[src/rtl/id_ex_operand_stage_if.sv]
// Bundle between decode, the ID/EX operand stage and the EX/MEM side.
// The master drives the decode bundle and bypass sources; the slave is the operand stage.
interface id_ex_operand_stage_if #(
  parameter int XLEN = 32,
  parameter int RA_W = 5
);
  logic            id_valid;
  logic [XLEN-1:0] id_pc;
  logic [RA_W-1:0] id_rs1;
  logic [RA_W-1:0] id_rs2;
  logic            id_use_rs1;
  logic            id_use_rs2;
  logic [XLEN-1:0] id_rs1_data;
  logic [XLEN-1:0] id_rs2_data;
  logic [XLEN-1:0] id_imm;
  logic            id_alu_src;
  logic [2:0]      id_alu_f;
  logic [RA_W-1:0] id_rd;
  logic            id_reg_write;
  logic            id_mem_read;
  logic            id_mem_write;
  logic            stall_in;
  logic            flush;
  logic            mem_reg_write;
  logic [RA_W-1:0] mem_rd;
  logic [XLEN-1:0] mem_result;
  logic            wb_reg_write;
  logic [RA_W-1:0] wb_rd;
  logic [XLEN-1:0] wb_result;
  logic [XLEN-1:0] alu_a;
  logic [XLEN-1:0] alu_b;
  logic [2:0]      alu_f;
  logic            ex_valid;
  logic            ex_reg_write;
  logic            ex_mem_read;
  logic            ex_mem_write;
  logic [RA_W-1:0] ex_rd;
  logic [XLEN-1:0] ex_pc;
  logic [XLEN-1:0] ex_store_data;
  logic            load_use_stall;
  logic [15:0]     bubble_count;

  modport master (
    output id_valid, id_pc, id_rs1, id_rs2, id_use_rs1, id_use_rs2,
           id_rs1_data, id_rs2_data, id_imm, id_alu_src, id_alu_f, id_rd,
           id_reg_write, id_mem_read, id_mem_write, stall_in, flush,
           mem_reg_write, mem_rd, mem_result, wb_reg_write, wb_rd, wb_result,
    input  alu_a, alu_b, alu_f, ex_valid, ex_reg_write, ex_mem_read,
           ex_mem_write, ex_rd, ex_pc, ex_store_data, load_use_stall, bubble_count
  );

  modport slave (
    input  id_valid, id_pc, id_rs1, id_rs2, id_use_rs1, id_use_rs2,
           id_rs1_data, id_rs2_data, id_imm, id_alu_src, id_alu_f, id_rd,
           id_reg_write, id_mem_read, id_mem_write, stall_in, flush,
           mem_reg_write, mem_rd, mem_result, wb_reg_write, wb_rd, wb_result,
    output alu_a, alu_b, alu_f, ex_valid, ex_reg_write, ex_mem_read,
           ex_mem_write, ex_rd, ex_pc, ex_store_data, load_use_stall, bubble_count
  );
endinterface

[src/rtl/id_ex_operand_stage.sv]
// ID/EX pipeline register with MEM/WB operand forwarding, load-use bubble
// insertion and ALU operand selection.
module id_ex_operand_stage #(
  parameter int XLEN = 32,
  parameter int RA_W = 5
) (
  input logic                clk,
  input logic                reset,
  id_ex_operand_stage_if.slave bus
);

  logic            r_valid;
  logic [XLEN-1:0] r_pc;
  logic [RA_W-1:0] r_rs1;
  logic [RA_W-1:0] r_rs2;
  logic [XLEN-1:0] r_rs1_data;
  logic [XLEN-1:0] r_rs2_data;
  logic [XLEN-1:0] r_imm;
  logic            r_alu_src;
  logic [2:0]      r_alu_f;
  logic [RA_W-1:0] r_rd;
  logic            r_reg_write;
  logic            r_mem_read;
  logic            r_mem_write;
  logic [15:0]     r_bubble_count;

  logic [XLEN-1:0] w_fwd_rs1;
  logic [XLEN-1:0] w_fwd_rs2;
  logic            w_rs1_hit;
  logic            w_rs2_hit;
  logic            w_load_use;

  // MEM is younger than WB, so it wins; x0 is hard-wired and never bypassed.
  always_comb begin
    w_fwd_rs1 = r_rs1_data;
    if (bus.mem_reg_write && (bus.mem_rd != '0) && (bus.mem_rd == r_rs1))
      w_fwd_rs1 = bus.mem_result;
    else if (bus.wb_reg_write && (bus.wb_rd != '0) && (bus.wb_rd == r_rs1))
      w_fwd_rs1 = bus.wb_result;
  end

  always_comb begin
    w_fwd_rs2 = r_rs2_data;
    if (bus.mem_reg_write && (bus.mem_rd != '0) && (bus.mem_rd == r_rs2))
      w_fwd_rs2 = bus.mem_result;
    else if (bus.wb_reg_write && (bus.wb_rd != '0) && (bus.wb_rd == r_rs2))
      w_fwd_rs2 = bus.wb_result;
  end

  assign w_rs1_hit  = bus.id_use_rs1 && (bus.id_rs1 == r_rd);
  assign w_rs2_hit  = bus.id_use_rs2 && (bus.id_rs2 == r_rd);
  assign w_load_use = !bus.stall_in && r_valid && r_mem_read && (r_rd != '0) &&
                      bus.id_valid && (w_rs1_hit || w_rs2_hit);

  always_ff @(posedge clk or posedge reset) begin
    if (reset) begin
      r_valid        <= 1'b0;
      r_pc           <= '0;
      r_rs1          <= '0;
      r_rs2          <= '0;
      r_rs1_data     <= '0;
      r_rs2_data     <= '0;
      r_imm          <= '0;
      r_alu_src      <= 1'b0;
      r_alu_f        <= 3'b000;
      r_rd           <= '0;
      r_reg_write    <= 1'b0;
      r_mem_read     <= 1'b0;
      r_mem_write    <= 1'b0;
      r_bubble_count <= 16'd0;
    end else if (bus.flush) begin
      r_valid     <= 1'b0;
      r_reg_write <= 1'b0;
      r_mem_read  <= 1'b0;
      r_mem_write <= 1'b0;
    end else if (bus.stall_in) begin
      // Refresh operands while held so a producer retiring now is not lost.
      r_rs1_data <= w_fwd_rs1;
      r_rs2_data <= w_fwd_rs2;
    end else if (w_load_use) begin
      r_valid     <= 1'b0;
      r_reg_write <= 1'b0;
      r_mem_read  <= 1'b0;
      r_mem_write <= 1'b0;
      if (r_bubble_count != 16'hFFFF)
        r_bubble_count <= r_bubble_count + 16'd1;
    end else begin
      r_valid     <= bus.id_valid;
      r_pc        <= bus.id_pc;
      r_rs1       <= bus.id_rs1;
      r_rs2       <= bus.id_rs2;
      r_rs1_data  <= bus.id_rs1_data;
      r_rs2_data  <= bus.id_rs2_data;
      r_imm       <= bus.id_imm;
      r_alu_src   <= bus.id_alu_src;
      r_alu_f     <= bus.id_alu_f;
      r_rd        <= bus.id_rd;
      r_reg_write <= bus.id_reg_write && bus.id_valid;
      r_mem_read  <= bus.id_mem_read && bus.id_valid;
      r_mem_write <= bus.id_mem_write && bus.id_valid;
    end
  end

  assign bus.alu_a          = w_fwd_rs1;
  assign bus.alu_b          = r_alu_src ? r_imm : w_fwd_rs2;
  assign bus.alu_f          = r_valid ? r_alu_f : 3'b000;
  assign bus.ex_store_data  = w_fwd_rs2;
  assign bus.ex_valid       = r_valid;
  assign bus.ex_reg_write   = r_reg_write;
  assign bus.ex_mem_read    = r_mem_read;
  assign bus.ex_mem_write   = r_mem_write;
  assign bus.ex_rd          = r_rd;
  assign bus.ex_pc          = r_pc;
  assign bus.load_use_stall = w_load_use;
  assign bus.bubble_count   = r_bubble_count;

endmodule

[src/flat_wrapper.sv]
// flat-port wrapper written by rule: the top's interface ports become plain ports
module id_ex_operand_stage_flat 
#(
  parameter int XLEN = 32,
  parameter int RA_W = 5
)
  (clk, reset, bus_id_valid, bus_id_pc, bus_id_rs1, bus_id_rs2, bus_id_use_rs1, bus_id_use_rs2, bus_id_rs1_data, bus_id_rs2_data, bus_id_imm, bus_id_alu_src, bus_id_alu_f, bus_id_rd, bus_id_reg_write, bus_id_mem_read, bus_id_mem_write, bus_stall_in, bus_flush, bus_mem_reg_write, bus_mem_rd, bus_mem_result, bus_wb_reg_write, bus_wb_rd, bus_wb_result, bus_alu_a, bus_alu_b, bus_alu_f, bus_ex_valid, bus_ex_reg_write, bus_ex_mem_read, bus_ex_mem_write, bus_ex_rd, bus_ex_pc, bus_ex_store_data, bus_load_use_stall, bus_bubble_count);
  id_ex_operand_stage_if #(.XLEN(XLEN), .RA_W(RA_W)) bus_i ();
  input logic clk;
  input logic reset;
  input wire logic [$bits(bus_i.id_valid)-1:0] bus_id_valid;
  input wire logic [$bits(bus_i.id_pc)-1:0] bus_id_pc;
  input wire logic [$bits(bus_i.id_rs1)-1:0] bus_id_rs1;
  input wire logic [$bits(bus_i.id_rs2)-1:0] bus_id_rs2;
  input wire logic [$bits(bus_i.id_use_rs1)-1:0] bus_id_use_rs1;
  input wire logic [$bits(bus_i.id_use_rs2)-1:0] bus_id_use_rs2;
  input wire logic [$bits(bus_i.id_rs1_data)-1:0] bus_id_rs1_data;
  input wire logic [$bits(bus_i.id_rs2_data)-1:0] bus_id_rs2_data;
  input wire logic [$bits(bus_i.id_imm)-1:0] bus_id_imm;
  input wire logic [$bits(bus_i.id_alu_src)-1:0] bus_id_alu_src;
  input wire logic [$bits(bus_i.id_alu_f)-1:0] bus_id_alu_f;
  input wire logic [$bits(bus_i.id_rd)-1:0] bus_id_rd;
  input wire logic [$bits(bus_i.id_reg_write)-1:0] bus_id_reg_write;
  input wire logic [$bits(bus_i.id_mem_read)-1:0] bus_id_mem_read;
  input wire logic [$bits(bus_i.id_mem_write)-1:0] bus_id_mem_write;
  input wire logic [$bits(bus_i.stall_in)-1:0] bus_stall_in;
  input wire logic [$bits(bus_i.flush)-1:0] bus_flush;
  input wire logic [$bits(bus_i.mem_reg_write)-1:0] bus_mem_reg_write;
  input wire logic [$bits(bus_i.mem_rd)-1:0] bus_mem_rd;
  input wire logic [$bits(bus_i.mem_result)-1:0] bus_mem_result;
  input wire logic [$bits(bus_i.wb_reg_write)-1:0] bus_wb_reg_write;
  input wire logic [$bits(bus_i.wb_rd)-1:0] bus_wb_rd;
  input wire logic [$bits(bus_i.wb_result)-1:0] bus_wb_result;
  output wire logic [$bits(bus_i.alu_a)-1:0] bus_alu_a;
  output wire logic [$bits(bus_i.alu_b)-1:0] bus_alu_b;
  output wire logic [$bits(bus_i.alu_f)-1:0] bus_alu_f;
  output wire logic [$bits(bus_i.ex_valid)-1:0] bus_ex_valid;
  output wire logic [$bits(bus_i.ex_reg_write)-1:0] bus_ex_reg_write;
  output wire logic [$bits(bus_i.ex_mem_read)-1:0] bus_ex_mem_read;
  output wire logic [$bits(bus_i.ex_mem_write)-1:0] bus_ex_mem_write;
  output wire logic [$bits(bus_i.ex_rd)-1:0] bus_ex_rd;
  output wire logic [$bits(bus_i.ex_pc)-1:0] bus_ex_pc;
  output wire logic [$bits(bus_i.ex_store_data)-1:0] bus_ex_store_data;
  output wire logic [$bits(bus_i.load_use_stall)-1:0] bus_load_use_stall;
  output wire logic [$bits(bus_i.bubble_count)-1:0] bus_bubble_count;
  assign bus_i.id_valid = bus_id_valid;
  assign bus_i.id_pc = bus_id_pc;
  assign bus_i.id_rs1 = bus_id_rs1;
  assign bus_i.id_rs2 = bus_id_rs2;
  assign bus_i.id_use_rs1 = bus_id_use_rs1;
  assign bus_i.id_use_rs2 = bus_id_use_rs2;
  assign bus_i.id_rs1_data = bus_id_rs1_data;
  assign bus_i.id_rs2_data = bus_id_rs2_data;
  assign bus_i.id_imm = bus_id_imm;
  assign bus_i.id_alu_src = bus_id_alu_src;
  assign bus_i.id_alu_f = bus_id_alu_f;
  assign bus_i.id_rd = bus_id_rd;
  assign bus_i.id_reg_write = bus_id_reg_write;
  assign bus_i.id_mem_read = bus_id_mem_read;
  assign bus_i.id_mem_write = bus_id_mem_write;
  assign bus_i.stall_in = bus_stall_in;
  assign bus_i.flush = bus_flush;
  assign bus_i.mem_reg_write = bus_mem_reg_write;
  assign bus_i.mem_rd = bus_mem_rd;
  assign bus_i.mem_result = bus_mem_result;
  assign bus_i.wb_reg_write = bus_wb_reg_write;
  assign bus_i.wb_rd = bus_wb_rd;
  assign bus_i.wb_result = bus_wb_result;
  assign bus_alu_a = bus_i.alu_a;
  assign bus_alu_b = bus_i.alu_b;
  assign bus_alu_f = bus_i.alu_f;
  assign bus_ex_valid = bus_i.ex_valid;
  assign bus_ex_reg_write = bus_i.ex_reg_write;
  assign bus_ex_mem_read = bus_i.ex_mem_read;
  assign bus_ex_mem_write = bus_i.ex_mem_write;
  assign bus_ex_rd = bus_i.ex_rd;
  assign bus_ex_pc = bus_i.ex_pc;
  assign bus_ex_store_data = bus_i.ex_store_data;
  assign bus_load_use_stall = bus_i.load_use_stall;
  assign bus_bubble_count = bus_i.bubble_count;
  id_ex_operand_stage #(.XLEN(XLEN), .RA_W(RA_W)) u_core (.clk(clk), .reset(reset), .bus(bus_i));
endmodule
[config.mk]
export PLATFORM = sky130hd
export DESIGN_NAME = id_ex_operand_stage_flat
export DESIGN_NICKNAME = d
export VERILOG_FILES = /design/src/rtl/id_ex_operand_stage_if.sv /design/src/rtl/id_ex_operand_stage.sv /design/src/flat_wrapper.sv
export SDC_FILE = /design/constraint.sdc
export NUM_CORES = 1
export LEC_CHECK = 0
export CAP_MARGIN = 20
export CORE_UTILIZATION = 43
export DETAILED_ROUTE_END_ITERATION = 16
export MAX_ROUTING_LAYER = met4
export PLACE_DENSITY = 0.76
export SKIP_LAST_GASP = 1
export SYNTH_ARGS = -nofsm -noshare
export SYNTH_HDL_FRONTEND = slang
export SYNTH_SLANG_ARGS = --single-unit
[constraint.sdc]
create_clock -name clk -period 8.2 [get_ports clk]
set_input_delay 1.64 -clock clk [delete_from_list [all_inputs] [get_ports clk]]
set_output_delay 1.64 -clock clk [all_outputs]
set_load 0.03 [all_outputs]
==> impl_metrics.ini, run 1 <==
[synth]
ys.flop_type = dfrtp_1
synth_edf_count = 0
async_reset_ff_share_pct = 100
synthTopCellsByArea = dfrtp_1 41%, mux2_2 13%, o31ai_1 5.3%
netlist_instances = 1025
avgSynthCellArea_um2 = 10.0
ys_warn_count = 0
ys_seq_area_share_pct = 40.7
yosysTopAreaCell = dfrtp_1
synth_seq_cells = 167
syn_area_mm2 = 0.0103
ys_types = 45
netlist.area_leader.share_pct = 40.7
synth.net_count = 1259

[route]
drtIter0Drc = 923
vias = 10700
post_drt_via_cell_ratio = 6.40
dr.pass1.iters = 8
routed_wl_mm = 40.8
route.detailed.drc = 0
detail-route-antenna-nets = 0
routedWlPerCell_um = 24.4

[sta]
fin_crit_sh_pct = 82.4
tightest_slew_ns = 1.11
grt_setup_unrepaired = false
final_max_slew_viol_count = 0
final-hold-violation-count = 0
fin_crit_ns = 6.75
setup_viol = 0
setup_ws_ns = 1.45
slew_headroom_pct = 25.7
max_freq_mhz = 148
finalClockSkew_ns = 0.0209
setup_tns_ns = 0

[pwr]
powerDensity_mw_per_mm2 = 204
p_leak_uw = 0.00559
peakVddDrop_v = 0.000159

[setup_path]
reg2reg_slack_ns = 4.88
worstPathRequired_ns = 6.56
r2r_cells = 5
r2r-end = u_core.bus.ex_rd[2]
crit_arrival_ns = 5.11
critical_path_class = input port to output port
slowest_delay_ns = 0.87
crit_chain = clkdlybuf4s50_1 > or4_4 > o211ai_4 > or2_2 > buf_4 > a31oi_1 > mux2_2 > clkdlybuf4s50_1
crit_end = bus_alu_b[18]
startpoint = bus_mem_rd[1]
path_buf_inv = 3
critPathCaptureType = output port
regToRegStartpoint = u_core.bus.ex_rd[1]
cp_slowest_cell = or2_2
crit_cells = 8
crit_family = simple AND/OR/NAND/NOR gates
cpMostUsedCell = clkdlybuf4s50_1
cp-start-kind = input port
path_max_fanout = 56

[cts]
cts-resized-gates = 0
cts_made_buffers = 17
clockBufferDepth = 2
cts_tree = built
cts_hold_buf = 0
clkTransAtPathRegs_ns = 0.08
ctsHtreeMaxLevel = 4
clk_latency_ns = 0.45
clkSinkCount = 167
root_buffer = clkbuf_16
postCtsSetupBuffers = 0

[layout]
drive_gt1_share_pct = 15.6
fin_cells = 1676
post-route-util_pct = 63.6
seqCellArea_mm2 = 0.00418
layout_commonest_cell = clkdlybuf4s50_1
multi_input_area_mm2 = 0.00560
layout_common_cells = 388 x clkdlybuf4s50_1, 167 x dfrtp_1, 117 x mux2_2
nets = 1573
nFillCells = 1981
area_delta_synth_final_pct = 45.4

[global_route]
antenna_found_initial = 5
grt_max_degree = 117
grt_use_total_pct = 34.4
grt_pass1_wl_mm = 62.4
grt_pass1_vias = 10800
gr-total-overflow = 0

[floorplanning]
core_mm2 = 0.0235
die_h_um = 157
ioPinCount = 390
rows = 56
fp.dieW_um = 157
start_util_pct = 43.7
die_area_mm2 = 0.0245

[outcome]
status = completed

[placed_design]
numPortBuffers = 389
dp_hpwl_mm = 28.1
placed_cells = 1639
preCtsSetupSlack_ns = 1.46
globalplace.congestion = 0.935

[job]
drv_cap = 0

[worst_hold_path]
hold_class = flip-flop to flip-flop
[Yosys cell counts, drive strengths merged (2+ instances only)]
cell type	number
o211ai	14
a21o	40
inv	16
o32a	40
xnor2	20
nor4	2
nand3	6
o21ai	27
clkbuf	90
a31oi	79
a21oi	13
nand4	63
or2	4
mux2	117
dfrtp	167
xor2	24
a311oi	32
buf	28
o31ai	72
nand2b	2
o21a	2
nand2	13
or3	2
nor3	70
and4	10
o221a	17
and2	6
nor2	31
or4	3
nor3b	8
[logic make-up (layout without fill, tap and decap cells)]
group	Yosys count	after routing	synth area share (%)
flip-flops	167	167	40.7
adder cells (fa/ha/maj)	1	1	0.122
other	0	5	0
XOR/XNOR	44	44	3.75
AO/OA/AOI/OAI	339	339	25.0
AND/OR/NAND/NOR	223	223	12.0
buffers and inverters	134	461	5.55
multiplexers	117	117	12.8
[per-layer routing]
metal	wire (um)	up-vias	global-route usage (%)
met5	0	-	-
met4	1600	0	14.6
met3	3450	94	6.45
met2	19600	661	54.6
met1	16200	5276	43.0
li1	-	4701	-
[sequential cells by signal, indices dropped and copies added (netlist names)]
register and count:
u_core.bus.ex_rd 5, u_core.bus.bubble_count 16, u_core.r_alu_f 3, u_core.bus.ex_pc 32
u_core.r_rs2 5, u_core.r_rs1_data 32, u_core.bus.ex_reg_write 1, u_core.r_imm 32
u_core.r_alu_src 1, u_core.r_rs2_data 32, u_core.bus.ex_mem_write 1, u_core.r_rs1 5
u_core.bus.ex_valid 1, u_core.bus.ex_mem_read 1
[through the flow]
step / total power (uW) / hold WS (ns) / instance area [um^2]
5_1_grt: 3160 / 0.519 / 14900
6_report: 3040 / 0.504 / 14900
3_3_place_gp: 2190 / 0.479 / 14300
2_1_floorplan: 1690 / 0.470 / 10300
4_1_cts: 3040 / 0.506 / 14900
3_5_place_dp: 2210 / 0.483 / 14300
[layout make-up]
cell class                 count  share of cell area (%)
inverter                      16                   0.453
antenna                        5                  0.0838
clock inverter                14                    1.05
timing repair buffer         413                    27.3
tap                          319                    2.67
sequential                   167                    28.0
clock buffer                  18                    2.94
multi-input combinational    724                    37.5
[worst min path at each step]
| stage | end | cells past startpoint | slack (ns) | start |
|---|---|---|---|---|
| after floorplan | u_core.r_rs1_data[24] | 1 | 0.47 | u_core.r_rs1_data[24] |
| after global placement | u_core.r_rs2_data[9] | 1 | 0.48 | u_core.r_rs2_data[9] |
| after detailed placement | u_core.bus.bubble_count[10] | 1 | 0.48 | u_core.bus.bubble_count[10] |
| after CTS | u_core.r_alu_f[2] | 1 | 0.51 | u_core.r_alu_f[2] |
| after global routing | u_core.r_rs2_data[12] | 1 | 0.52 | u_core.r_rs2_data[12] |
| final | u_core.r_alu_f[2] | 1 | 0.50 | u_core.r_alu_f[2] |
[power breakdown]
| group | total [uW] | switching [uW] | internal, uW | leakage (uW) |
|---|---|---|---|---|
| clock | 833 | 415 | 418 | 0.000283 |
| combinational | 1220 | 694 | 522 | 0.00333 |
| sequential | 995 | 67.3 | 928 | 0.00197 |
Note: power is estimated with default switching activity, not from simulation.
==> inputs of run 2 (changes only) <==
--- a/config.mk
+++ b/config.mk
@@ -6,7 +6,7 @@
 export NUM_CORES = 1
 export LEC_CHECK = 0
 export CAP_MARGIN = 20
-export CORE_UTILIZATION = 43
+export CORE_UTILIZATION = 41
 export DETAILED_ROUTE_END_ITERATION = 16
 export MAX_ROUTING_LAYER = met4
 export PLACE_DENSITY = 0.76
==> constraint.sdc (replaced) <==
create_clock -name clk -period 6.1 [get_ports clk]
set_input_delay 1.22 -clock clk [delete_from_list [all_inputs] [get_ports clk]]
set_output_delay 1.22 -clock clk [all_outputs]
set_load 0.03 [all_outputs]
==> impl_metrics.ini, run 2 (synthesis results as in run 1) <==
[setup_path]
cpMostUsedCell = clkdlybuf4s50_1
path_buf_inv = 3
crit_family = buffers and inverters
critical_path_class = input port to output port
worstPathRequired_ns = 4.88
regToRegStartpoint = u_core.bus.ex_rd[1]
reg2reg_slack_ns = 3.18
path_max_fanout = 34
slowest_delay_ns = 0.67
r2r_cells = 5
cp-start-kind = input port
cp_slowest_cell = clkdlybuf4s50_1
r2r-end = u_core.r_imm[12]
crit_chain = clkdlybuf4s50_1 > or4_1 > o21ai_4 > buf_12 > o31ai_1 > a31oi_1 > mux2_2 > clkdlybuf4s50_1
critPathCaptureType = output port
crit_arrival_ns = 4.31

[cts]
root_buffer = clkbuf_16
clockBufferDepth = 2
cts_hold_buf = 0
clk_latency_ns = 0.45
cts-resized-gates = 0
postCtsSetupBuffers = 0
ctsHtreeMaxLevel = 4
clkSinkCount = 167
cts_made_buffers = 17
clkTransAtPathRegs_ns = 0.08
cts_tree = built

[sta]
setup_tns_ns = 0
final_max_slew_viol_count = 0
setup_viol = 0
finalClockSkew_ns = 0.0154
slew_headroom_pct = 34.6
max_freq_mhz = 181
tightest_slew_ns = 0.981
fin_crit_sh_pct = 90.6
grt_setup_unrepaired = false
final-hold-violation-count = 0
fin_crit_ns = 5.53

[floorplanning]
die_area_mm2 = 0.0257
rows = 57
core_mm2 = 0.0245
ioPinCount = 390
fp.dieW_um = 160
die_h_um = 160
start_util_pct = 42.0

[layout]
nets = 1586
layout_common_cells = 379 x clkdlybuf4s50_1, 166 x dfrtp_1, 117 x mux2_2
area_delta_synth_final_pct = 48.2
layout_commonest_cell = clkdlybuf4s50_1
fin_cells = 1693
drive_gt1_share_pct = 17.1

[pwr]
p_leak_uw = 0.00574
p_seq_share_pct = 32.2
intPower_uw = 2570
pwr-share-comb_pct = 39.7
clockPowerShare_pct = 28.2
p_switching_uw = 1640
sw_frac_of_total_pct = 38.9
peakVddDrop_v = 0.000212
powerDensity_mw_per_mm2 = 276

[placed_design]
placed_cells = 1656
numPortBuffers = 389
globalplace.congestion = 0.916
dp_hpwl_mm = 29.1

[worst_hold_path]
hold_class = flip-flop to flip-flop
hold_start = u_core.r_rs1_data[30]
hold_end = u_core.r_rs1_data[30]
min_path_cells = 1

[outcome]
status = completed

[route]
drtIter0Drc = 960
routed_wl_mm = 41.3
vias = 10800
detail-route-antenna-nets = 0
route.detailed.drc = 0
routedWlPerCell_um = 24.4
post_drt_via_cell_ratio = 6.39
dr.pass1.iters = 5

[global_route]
grt_use_total_pct = 32.8
grt_max_degree = 90
grt_util_met3_pct = 6.39
busiest_layer = met2
grt_pass1_vias = 10900
gr-total-overflow = 0
antenna_found_initial = 5
grt_use_met2_pct = 53.5
grt_pass1_wl_mm = 63.2
grt_util_met1_pct = 39.4

[job]
drv_cap = 0
[run 2: per-stage QoR]
step | setup slack, ns | cell area [um^2] | power, uW | hold slack, ns | util [%]
2_1_floorplan | 0.362 | 10300 | 2280 | 0.470 | -
3_3_place_gp | 0.677 | 14500 | 2990 | 0.478 | 59.4
3_5_place_dp | 0.608 | 14500 | 3020 | 0.487 | 59.4
4_1_cts | 0.598 | 15200 | 4200 | 0.505 | 62.1
5_1_grt | 0.503 | 15200 | 4350 | 0.510 | 62.2
6_report | 0.571 | 15200 | 4200 | 0.503 | 62.2
[run 2: final cells by class]
| class | count | area, um^2 |
|---|---|---|
| inverter | 16 | 65.1 |
| clock inverter | 15 | 216 |
| multi-input combinational | 724 | 5590 |
| fill | 2052 | 9250 |
| timing repair buffer | 426 | 4320 |
| clock buffer | 17 | 425 |
| sequential | 167 | 4180 |
| antenna | 4 | 10.0 |
| tap | 324 | 405 |
[run 2: how the worst max path moves through the flow]
stage	startpoint	to	slack, ns	cells past startpoint
after floorplan	reset	u_core.bus.bubble_count[0]	0.36	1
after global placement	bus_wb_rd[0]	bus_alu_b[1]	0.68	8
after detailed placement	bus_wb_rd[0]	bus_alu_b[1]	0.61	8
after CTS	bus_wb_rd[0]	bus_alu_b[1]	0.60	8
after global routing	bus_wb_rd[0]	bus_alu_b[4]	0.50	8
final	bus_wb_rd[0]	bus_alu_b[4]	0.57	8
[run 2: power groups by stage]
stage               combinational (uW)  sequential (uW)  clock [uW]
CTS                               1660             1350        1200
global placement                  1630             1360           0
detailed placement                1650             1370           0
finish                            1670             1350        1180
floorplan                          868             1410           0
global route                      1750             1370        1230
[run 2: metal layers]
layer  up-vias  part of all wire (%)
met5         -                     0
li1       4711                     -
met3       122                   8.7
met1      5280                    39
met4         0                   4.3
met2       703                    48
==> inputs of run 3 (changes only) <==
--- a/config.mk
+++ b/config.mk
@@ -7,6 +7,7 @@
 export LEC_CHECK = 0
 export CAP_MARGIN = 20
 export CORE_UTILIZATION = 41
+export CTS_BUF_LIST = sky130_fd_sc_hd__clkbuf_16
 export DETAILED_ROUTE_END_ITERATION = 16
 export MAX_ROUTING_LAYER = met4
 export PLACE_DENSITY = 0.76
==> results of run 3 <==
No change in the layout: final DEF, timing and power equal those of run 2.
